`src/rtl/sc_pe_pkg.sv`:
```
// Shared encodings, config-field layout and LFSR tap table for the stochastic-computing PE.
package sc_pe_pkg;

  typedef enum logic [1:0] {
    MODE_AND  = 2'b00,
    MODE_XNOR = 2'b01,
    MODE_MUX  = 2'b10,
    MODE_BYP  = 2'b11
  } sc_mode_e;

  typedef enum logic [1:0] {
    ST_IDLE = 2'd0,
    ST_LOAD = 2'd1,
    ST_RUN  = 2'd2,
    ST_DONE = 2'd3
  } sc_state_e;

  localparam int CFG_MODE_LSB = 0;
  localparam int CFG_ACC_BIT  = 2;

  function automatic int cfg_w(input int dw);
    return 3 + 3 * dw;
  endfunction

  // idx 0/1/2 selects seed_a/seed_b/seed_c
  function automatic int cfg_seed_lsb(input int dw, input int idx);
    return 3 + idx * dw;
  endfunction

  // Maximal-length Fibonacci taps; bit n-1 set for tap position n.
  function automatic logic [15:0] lfsr_taps(input int dw);
    case (dw)
      4:       return 16'h000C;
      5:       return 16'h0014;
      6:       return 16'h0030;
      7:       return 16'h0060;
      8:       return 16'h00B8;
      9:       return 16'h0110;
      10:      return 16'h0240;
      11:      return 16'h0500;
      12:      return 16'h0829;
      13:      return 16'h100D;
      14:      return 16'h2015;
      15:      return 16'h6000;
      16:      return 16'hD008;
      default: return 16'h00B8;
    endcase
  endfunction

endpackage

```
`src/rtl/sc_lfsr_sng.sv`:
```
// LFSR-based stochastic number generator: emits (lfsr <= operand) and steps on en.
module sc_lfsr_sng
  import sc_pe_pkg::*;
#(
  parameter int DW = 8
) (
  input  logic          clk,
  input  logic          rst_n,
  input  logic          load,
  input  logic          en,
  input  logic [DW-1:0] seed,
  input  logic [DW-1:0] operand,
  output logic          sbit
);

  localparam logic [15:0]   TAPS_ALL = lfsr_taps(DW);
  localparam logic [DW-1:0] TAPS     = TAPS_ALL[DW-1:0];
  localparam logic [DW-1:0] ONE      = {{(DW-1){1'b0}}, 1'b1};

  logic [DW-1:0] lfsr;

  always_ff @(posedge clk or negedge rst_n) begin
    if (!rst_n)     lfsr <= '0;
    else if (load)  lfsr <= (seed == '0) ? ONE : seed;  // all-zero state would lock up
    else if (en)    lfsr <= {lfsr[DW-2:0], ^(lfsr & TAPS)};
  end

  assign sbit = (lfsr <= operand);

endmodule

```
`src/rtl/sc_pe_stream.sv`:
```
// Sequential SC processing element: SNG streams -> SC op -> ones count, with saturating accumulate.
module sc_pe_stream
  import sc_pe_pkg::*;
#(
  parameter  int DW    = 8,
  localparam int P     = 2**DW - 1,
  localparam int CFG_W = 3 + 3*DW
) (
  input  logic             clk,
  input  logic             rst_n,
  input  logic             start,
  input  logic [DW-1:0]    x1,
  input  logic [DW-1:0]    x2,
  input  logic [DW-1:0]    x_mem,
  input  logic [CFG_W-1:0] config_sig,
  output logic             busy,
  output logic             done,
  output logic [DW-1:0]    y_next,
  output logic [DW-1:0]    y_outmem
);

  localparam logic [DW-1:0] P_V      = '1;
  localparam logic [DW-1:0] LAST     = P_V - 1'b1;
  localparam logic [DW-1:0] HALF_M1  = {1'b0, {(DW-1){1'b1}}};
  localparam int            SEED_LSB = cfg_seed_lsb(DW, 0);

  sc_state_e       state;
  logic [DW-1:0]   x1_q, x2_q, xm_q;
  logic [CFG_W-1:0] cfg_q;
  logic [DW-1:0]   cnt, run_cnt;

  sc_mode_e        mode;
  logic            acc_en;
  logic            res_bit, sel;
  logic [DW-1:0]   cnt_nxt, acc_sat;
  logic [DW:0]     acc_sum;

  logic [2:0][DW-1:0] sng_seed, sng_opnd;
  logic [2:0]         sng_bit;

  assign mode   = sc_mode_e'(cfg_q[CFG_MODE_LSB +: 2]);
  assign acc_en = cfg_q[CFG_ACC_BIT];

  // C compares against 2^(DW-1)-1, so its bit is ~lfsr_c[DW-1]; invert to get the MSB select.
  assign sng_opnd[0] = x1_q;
  assign sng_opnd[1] = x2_q;
  assign sng_opnd[2] = HALF_M1;
  assign sel         = ~sng_bit[2];

  for (genvar i = 0; i < 3; i++) begin : g_sng
    assign sng_seed[i] = cfg_q[SEED_LSB + i*DW +: DW];
    sc_lfsr_sng #(.DW(DW)) u_sng (
      .clk     (clk),
      .rst_n   (rst_n),
      .load    (state == ST_LOAD),
      .en      (state == ST_RUN),
      .seed    (sng_seed[i]),
      .operand (sng_opnd[i]),
      .sbit    (sng_bit[i])
    );
  end

  always_comb begin
    res_bit = 1'b0;
    case (mode)
      MODE_AND:  res_bit = sng_bit[0] & sng_bit[1];
      MODE_XNOR: res_bit = ~(sng_bit[0] ^ sng_bit[1]);
      MODE_MUX:  res_bit = sel ? sng_bit[1] : sng_bit[0];
      MODE_BYP:  res_bit = sng_bit[0];
      default:   res_bit = 1'b0;
    endcase
    cnt_nxt = cnt + {{(DW-1){1'b0}}, res_bit};
    acc_sum = {1'b0, cnt_nxt} + {1'b0, xm_q};
    acc_sat = (acc_sum > {1'b0, P_V}) ? P_V : acc_sum[DW-1:0];
  end

  always_ff @(posedge clk or negedge rst_n) begin
    if (!rst_n) begin
      state    <= ST_IDLE;
      x1_q     <= '0;
      x2_q     <= '0;
      xm_q     <= '0;
      cfg_q    <= '0;
      cnt      <= '0;
      run_cnt  <= '0;
      busy     <= 1'b0;
      done     <= 1'b0;
      y_next   <= '0;
      y_outmem <= '0;
    end else begin
      done <= 1'b0;
      case (state)
        ST_IDLE: if (start) begin
          x1_q  <= x1;
          x2_q  <= x2;
          xm_q  <= x_mem;
          cfg_q <= config_sig;
          busy  <= 1'b1;
          state <= ST_LOAD;
        end
        ST_LOAD: begin
          cnt     <= '0;
          run_cnt <= '0;
          state   <= ST_RUN;
        end
        ST_RUN: begin
          cnt     <= cnt_nxt;
          run_cnt <= run_cnt + 1'b1;
          // last stream bit is folded into the outputs on the same edge
          if (run_cnt == LAST) begin
            state    <= ST_DONE;
            busy     <= 1'b0;
            done     <= 1'b1;
            y_next   <= cnt_nxt;
            y_outmem <= acc_en ? acc_sat : xm_q;
          end
        end
        ST_DONE: state <= ST_IDLE;
        default: state <= ST_IDLE;
      endcase
    end
  end

endmodule

```
`config.mk`:
```
export PLATFORM = sky130hd
export DESIGN_NAME = sc_pe_stream
export DESIGN_NICKNAME = d
export VERILOG_FILES = /design/src/rtl/sc_pe_pkg.sv /design/src/rtl/sc_lfsr_sng.sv /design/src/rtl/sc_pe_stream.sv
export SDC_FILE = /design/constraint.sdc
export NUM_CORES = 1
export LEC_CHECK = 0
export BUFFER_PORTS_ARGS = -buffer_cell sky130_fd_sc_hd__buf_2
export CAP_MARGIN = 20
export CORE_UTILIZATION = 60
export CTS_BUF_LIST = sky130_fd_sc_hd__clkbuf_16
export DETAILED_ROUTE_END_ITERATION = 8
export GPL_TIMING_DRIVEN = 1
export PLACE_DENSITY_LB_ADDON = 0.25
export RECOVER_POWER = 100
export SYNTH_ARGS = -nofsm -noshare
export SYNTH_HDL_FRONTEND = slang
export SYNTH_SLANG_ARGS = --single-unit
```
`constraint.sdc`:
```
create_clock -name clk -period 6.3 [get_ports clk]
set_input_delay 0.315 -clock clk [delete_from_list [all_inputs] [get_ports clk]]
set_output_delay 0.315 -clock clk [all_outputs]
set_load 0.05 [all_outputs]
```
==> impl_metrics.tcl, run 1 <==
set metrics [dict create \
    synthTopCellsByCount "dfrtp_1, mux2_2, inv_1, nor2_1, o21ai_0" \
    wl_um 11210 \
    crit_fanout 8 \
    num_vias 4070 \
    ant_nets 0 \
    crit_top_cell "ha_1" \
    yosysWarnings 0 \
    async_reset_ff_share_pct 100.0 \
    setup_viol 0 \
    final_core_util_pct 69.03 \
    leakagePower_uw 0.003200 \
    slew_viol_final 124 \
    die_y_um 99.17 \
    cts_tree "built" \
    drv_cap 2 \
    drive_above_1_share_pct 21.54 \
    yosysUniqueCellTypes 51 \
    worst_slew_pin_slew_ps 2780 \
    fin_nets 683 \
    root_buffer "clkbuf_16" \
    cts_resized 0 \
    drt-initial-drc-count 166 \
    slew_headroom_pct -85.31 \
    drc 0 \
    synth_top_area_cell "dfrtp_1" \
    cp-start-kind "register" \
    cts_made_buffers 9 \
    dieArea_um2 9835 \
    grt_pass1_wl_um 19260 \
    reg.largest.list "cfg_q: 27 flops, g_sng.u_sng.lfsr: 24 flops" \
    synthTopCellsByArea "dfrtp_1, mux2_2, ha_1, mux2i_1, inv_1" \
    regArea_um2 2778 \
    htreeDepth 3 \
    hold_buffers 0 \
    yosysTopAreaCellShare_pct 49.03 \
    hold_class "input pin to register" \
    initial_core_util_pct 61.61 \
    cts_setup_buffers 0 \
    worstSetupPathType "register to register" \
    clk_path_buf_depth 2 \
    seq_power_share_pct 54.3 \
    drt-pass1-iter-count 4 \
    setup_tns_ps 0 \
    synth_most_common_cell "dfrtp_1" \
    p_per_area_nw_per_um2 206.5 \
    rsz0062_at_grt "false" \
    grtUsageTotal_pct 24.78 \
    p_switching_uw 277.6 \
    swShare_pct 21.17 \
    seq_area_frac_synth_pct 49.03 \
    status "finished with violations" \
    antenna_found_initial 0 \
    synthesis.nets 619 \
    rows 35 \
    violations "capacitance limit, slew limit" \
    p_total_uw 1311 \
    crit_chain "ha_1 > and3_1 > a221o_1 > a22oi_1 > ha_1 > mux2i_1 > nor2_1 > nor3_1 > ha_1 > and3_1 > nand3_1 > nor2_1 > xnor2_1 > inv_1 > ha_1 > nand2_1 > nand3_1 > o21ai_0 > o21ai_0 > a22o_1" \
    endpoint_kind "register" \
    multiInputGateArea_um2 2609 \
    ys_ff_latch 111 \
    die_w_um 99.17 \
    hpwl_um 7995 \
    slowest_stage "o21ai_0" \
    required_ps 6530 \
    grt_overflow 0 \
    antenna-diode-count 0 \
    cts_sinks 111 \
    wl_per_cell_um 15.79 \
    regMostFlops "cfg_q" \
    skew_ps 8.549 \
    syn_area_um2 5665 \
    ys.flop_type "dfrtp_1" \
    area_delta_synth_final_pct 12.06 \
    final.period_utilization_pct 79.04 \
    synth_edf_count 0 \
    synthCells 531 \
    combPwrFrac_pct 2.2 \
    clock.fmax_mhz 200.8 \
    vias_per_cell 5.732 \
    p_clk_share_pct 43.5 \
    hold_viol 0 \
    clk_pin_slew_worst_paths_ps 70 \
    grt_max_degree 71 \
    p_int_uw 1033 \
    grt_pass1_vias 4093 \
    largest_reg_flops 27 \
    io_pins 72 \
    fillers 721 \
    max_stage_delay_ps 670 \
    routabilityCongestion 0.8509 \
    layout_min_cycle_time_ps 4979 \
    core_area_um2 9196 \
    syn_avg_cell_area_um2 10.67 \
    irDropWorstVdd_uv 144.3 \
    cp.arrival_ps 5210 \
    clock_latency_ps 350 \
    port_buffers 71 \
]
==> cells in the final DEF (no fill, tap or decap), types with 12 or more instances in the layout <==
master / netlist / routed
mux2i_1: 24 / 24
dfrtp_1: 111 / 111
ha_1: 33 / 33
o21ai_0: 35 / 36
mux2_2: 54 / 54
clkbuf_1: 11 / 21
xnor2_1: 12 / 12
inv_1: 47 / 48
nand3_1: 15 / 15
nor2_1: 36 / 36
nand2_1: 34 / 34
buf_2: 2 / 52
a21oi_1: 33 / 33
==> through the flow <==
step | std cells | area, um^2 | setup slack (ps) | hold WS, ps
2_1_floorplan | 531 | 5665 | 2301 | 19.41
4_1_cts | 710 | 6402 | 1585 | 26.68
5_1_grt | 710 | 6349 | 925.3 | 185.5
6_report | 710 | 6349 | 1321 | 194.4
3_5_place_dp | 695 | 6107 | 1664 | 389.5
3_3_place_gp | 694 | 6087 | 1852 | 386.7
==> layout make-up <==
| type | instances | share of cell area, % |
|---|---|---|
| flip-flops and latches | 111 | 43.75 |
| well taps | 111 | 2.188 |
| clock buffers | 9 | 3.547 |
| multi-input cells | 351 | 41.09 |
| repair buffers | 75 | 5.538 |
| clock inverters | 6 | 1.104 |
| inverters | 47 | 2.779 |
==> power groups by stage <==
stage	sequential, uW	combinational, uW	clock, uW
floorplan	726	0.357	0
global placement	726	30.9	0
detailed placement	726	31.6	0
CTS	712	31.5	581
global route	712	34.6	604
finish	712	29.4	570
==> logic make-up (layout without fill, tap and decap cells) <==
kind of cell,count (synthesis),count (layout),synth area share (%)
buffers and inverters,69,137,4.925
adder cells (fa/ha/maj),34,34,7.641
XOR/XNOR,17,17,2.628
AND/OR/NAND/NOR,119,119,9.938
flip-flops,111,111,49.03
multiplexers,78,78,14.97
AO/OA/AOI/OAI,103,103,10.87
==> worst max-delay path: cells and delay by family, from the launching register on <==
family / cells / cell delay [ps]
buf+inv: 1 / 80
mux: 1 / 140
compound gates: 5 / 1680
xor+xnor: 1 / 180
flops: 1 / 410
simple gates: 8 / 1190
fa+ha+maj: 4 / 1190
==> final timing paths <==
| check | depth (start not counted) | slack [ps] | to | startpoint |
|---|---|---|---|---|
| worst min-delay path | 2 | 190 | cfg_q[3] | config_sig[3] |
| min in group asynchronous | 1 | 860 | xm_q[6] | rst_n |
| max in group asynchronous | 2 | 2880 | busy | rst_n |
| worst max-delay path | 20 | 1320 | y_outmem[4] | g_sng[0].u_sng.lfsr[2] |
| worst min register to register | 2 | 490 | y_next[6] | y_next[6] |
| worst max register to register | 20 | 1320 | y_outmem[4] | g_sng[0].u_sng.lfsr[2] |
==> metal layers <==
layer / global-route usage, % / vias to the layer above / routed length (um)
met5: 0 / - / 0
met4: 6.109 / 0 / 170
met3: 5.271 / 19 / 429
met2: 43.89 / 104 / 5881
met1: 31.18 / 1971 / 4726
li1: - / 1976 / -
(Power assumes the default switching activity.)
==> inputs of run 2 (changes only) <==
- CORE_UTILIZATION: 60 -> 52
- clock period: 6.3 -> 4.3 ns (I/O delays scaled with it)
==> run 2 against run 1 <==
Compared with the run above:
- critical path depth down 2
- the run still ends with capacitance limit, slew limit left
- critical endpoint is now y_outmem[7]
- register-to-register slack worse by 1300 ps
- setup slack worse by 1300 ps
- clock skew up 2.9 ps
==> impl_metrics.tcl, run 2 (same netlist as run 1, synthesis figures left out) <==
set metrics [dict create \
    initial_core_util_pct 54.15 \
    wl_um 11630 \
    final_cell_mix "dfrtp_1, mux2_2, buf_2" \
    slew_headroom_pct -4.486 \
    routabilityCongestion 0.8071 \
    skew_ps 11.43 \
    die_y_um 106.4 \
    drc 0 \
    rows 37 \
    required_ps 4530 \
    rsz0062_at_grt "true" \
    port_buffers 71 \
    leakagePower_uw 0.003262 \
    root_buffer "clkbuf_16" \
    setup_slack_ps 63.73 \
    violations "capacitance limit, slew limit" \
    grt_max_degree 81 \
    layout_min_cycle_time_ps 4236 \
    irDropWorstVdd_uv 247.0 \
    largest_reg_flops 27 \
    clk_path_buf_depth 2 \
    drv_cap 3 \
    num_vias 4134 \
    grt_overflow 0 \
    final.period_utilization_pct 98.52 \
    cp.arrival_ps 4470 \
    clock_latency_ps 360 \
    htreeDepth 3 \
    holdWs_ps 81.96 \
    die_w_um 106.4 \
    final_common_cell "dfrtp_1" \
    fillers 871 \
    status "finished with violations" \
    pre_cts_ws_ps -87.05 \
    ant_nets 0 \
    clk_pin_slew_worst_paths_ps 70 \
    core_area_um2 10460 \
    regMostFlops "cfg_q" \
    drt-pass1-iter-count 4 \
    crit_fanout 5 \
    dieArea_um2 11320 \
    area_delta_synth_final_pct 17.71 \
    setup_viol 0 \
    cts_tree "built" \
    setup_tns_ps 0 \
    grt_pass1_vias 4104 \
    grt_pass1_wl_um 18770 \
    drive_above_1_share_pct 26.92 \
    worstSetupPathType "register to register" \
    p_total_uw 1928 \
    clock.fmax_mhz 236.1 \
    final_core_util_pct 63.74 \
    hpwl_um 8037 \
    hold_viol 0 \
    io_pins 72 \
    drt-initial-drc-count 125 \
    hold_class "input pin to register" \
    worst_slew_pin_slew_ps 1567 \
    reg.largest.list "cfg_q: 27 flops, g_sng.u_sng.lfsr: 24 flops" \
    antenna_found_initial 0 \
    multiInputGateArea_um2 2798 \
    cts_made_buffers 9 \
    p_per_area_nw_per_um2 289.1 \
    cts_sinks 111 \
    regArea_um2 2778 \
    endpoint_kind "register" \
    antenna-diode-count 0 \
    fin_nets 696 \
    cp-start-kind "register" \
    vias_per_cell 5.519 \
    wl_per_cell_um 15.52 \
    grtUsageTotal_pct 21.28 \
    slew_viol_final 99 \
]
[run 2: cell types whose count changed in the layout (fill, tap and decap cells not counted), moves of 3 or more]
cell	delta
and3_1	-3
ha_1	-8
buf_4	+11
and3_4	+3
ha_4	+7
[run 2: worst paths after layout]
check | start | to | slack (ps) | cells after the start
worst max register to register | g_sng[0].u_sng.lfsr[2] | y_outmem[7] | 60 | 18
min in group asynchronous | rst_n | y_outmem[6] | 520 | 2
worst min-delay path | x1[3] | x1_q[3] | 80 | 2
max in group asynchronous | rst_n | g_sng[0].u_sng.lfsr[5] | 1120 | 4
worst max-delay path | g_sng[0].u_sng.lfsr[2] | y_outmem[7] | 60 | 18
worst min register to register | y_next[3] | y_next[3] | 480 | 2
[run 2: routing by layer]
layer | routed length (um) | global-route usage [%] | vias to the layer above
met5 | 0 | 0 | -
met1 | 5167 | 25.81 | 2045
met3 | 393 | 5.518 | 14
met2 | 5858 | 36.04 | 76
met4 | 208 | 8.433 | 0
li1 | - | - | 1999
[run 2: metrics by stage]
step / std cells / instance area [um^2]
3_5_place_dp: 730 / 6201
3_3_place_gp: 730 / 6201
6_report: 749 / 6669
2_1_floorplan: 531 / 5665
4_1_cts: 746 / 6510
5_1_grt: 749 / 6669
[run 2: where the power goes]
part,internal [uW],switching [uW],leakage (uW)
logic,18.0,26.8,0.00161
clock network,453,387,0.000139
registers,1040,0,0.00151
total,1510,414,0.00326
[run 2: cell type report]
cell class	count	area share, %
Clock buffer	9	3.377
Inverter	47	2.645
Sequential cell	111	41.65
Tap cell	136	2.552
Multi-Input combinational cell	351	41.95
Clock inverter	7	1.088
Timing Repair Buffer	88	6.735
[run 2: what timing repair did]
action / in CTS / in global routing
pin swaps: 0 / 19
hold endpoints to repair: 0 / 17
buffers inserted: 0 / 1
hold buffers: 0 / 1
gates resized for setup: 3 / 28
setup endpoints to repair: 8 / 8
[run 2: worst max-delay path, stage by stage (launching register included)]
cell,delay [ps]
dfrtp_1,400
ha_1,310
and3_4,190
a221o_1,320
a22oi_2,200
ha_1,260
mux2i_1,130
nor2_1,60
nor3_1,180
ha_2,250
and3_4,200
nand3_2,100
buf_4,180
xnor2_2,170
ha_4,320
o21ai_0,130
a311o_2,410
a41oi_1,190
a31oi_1,110
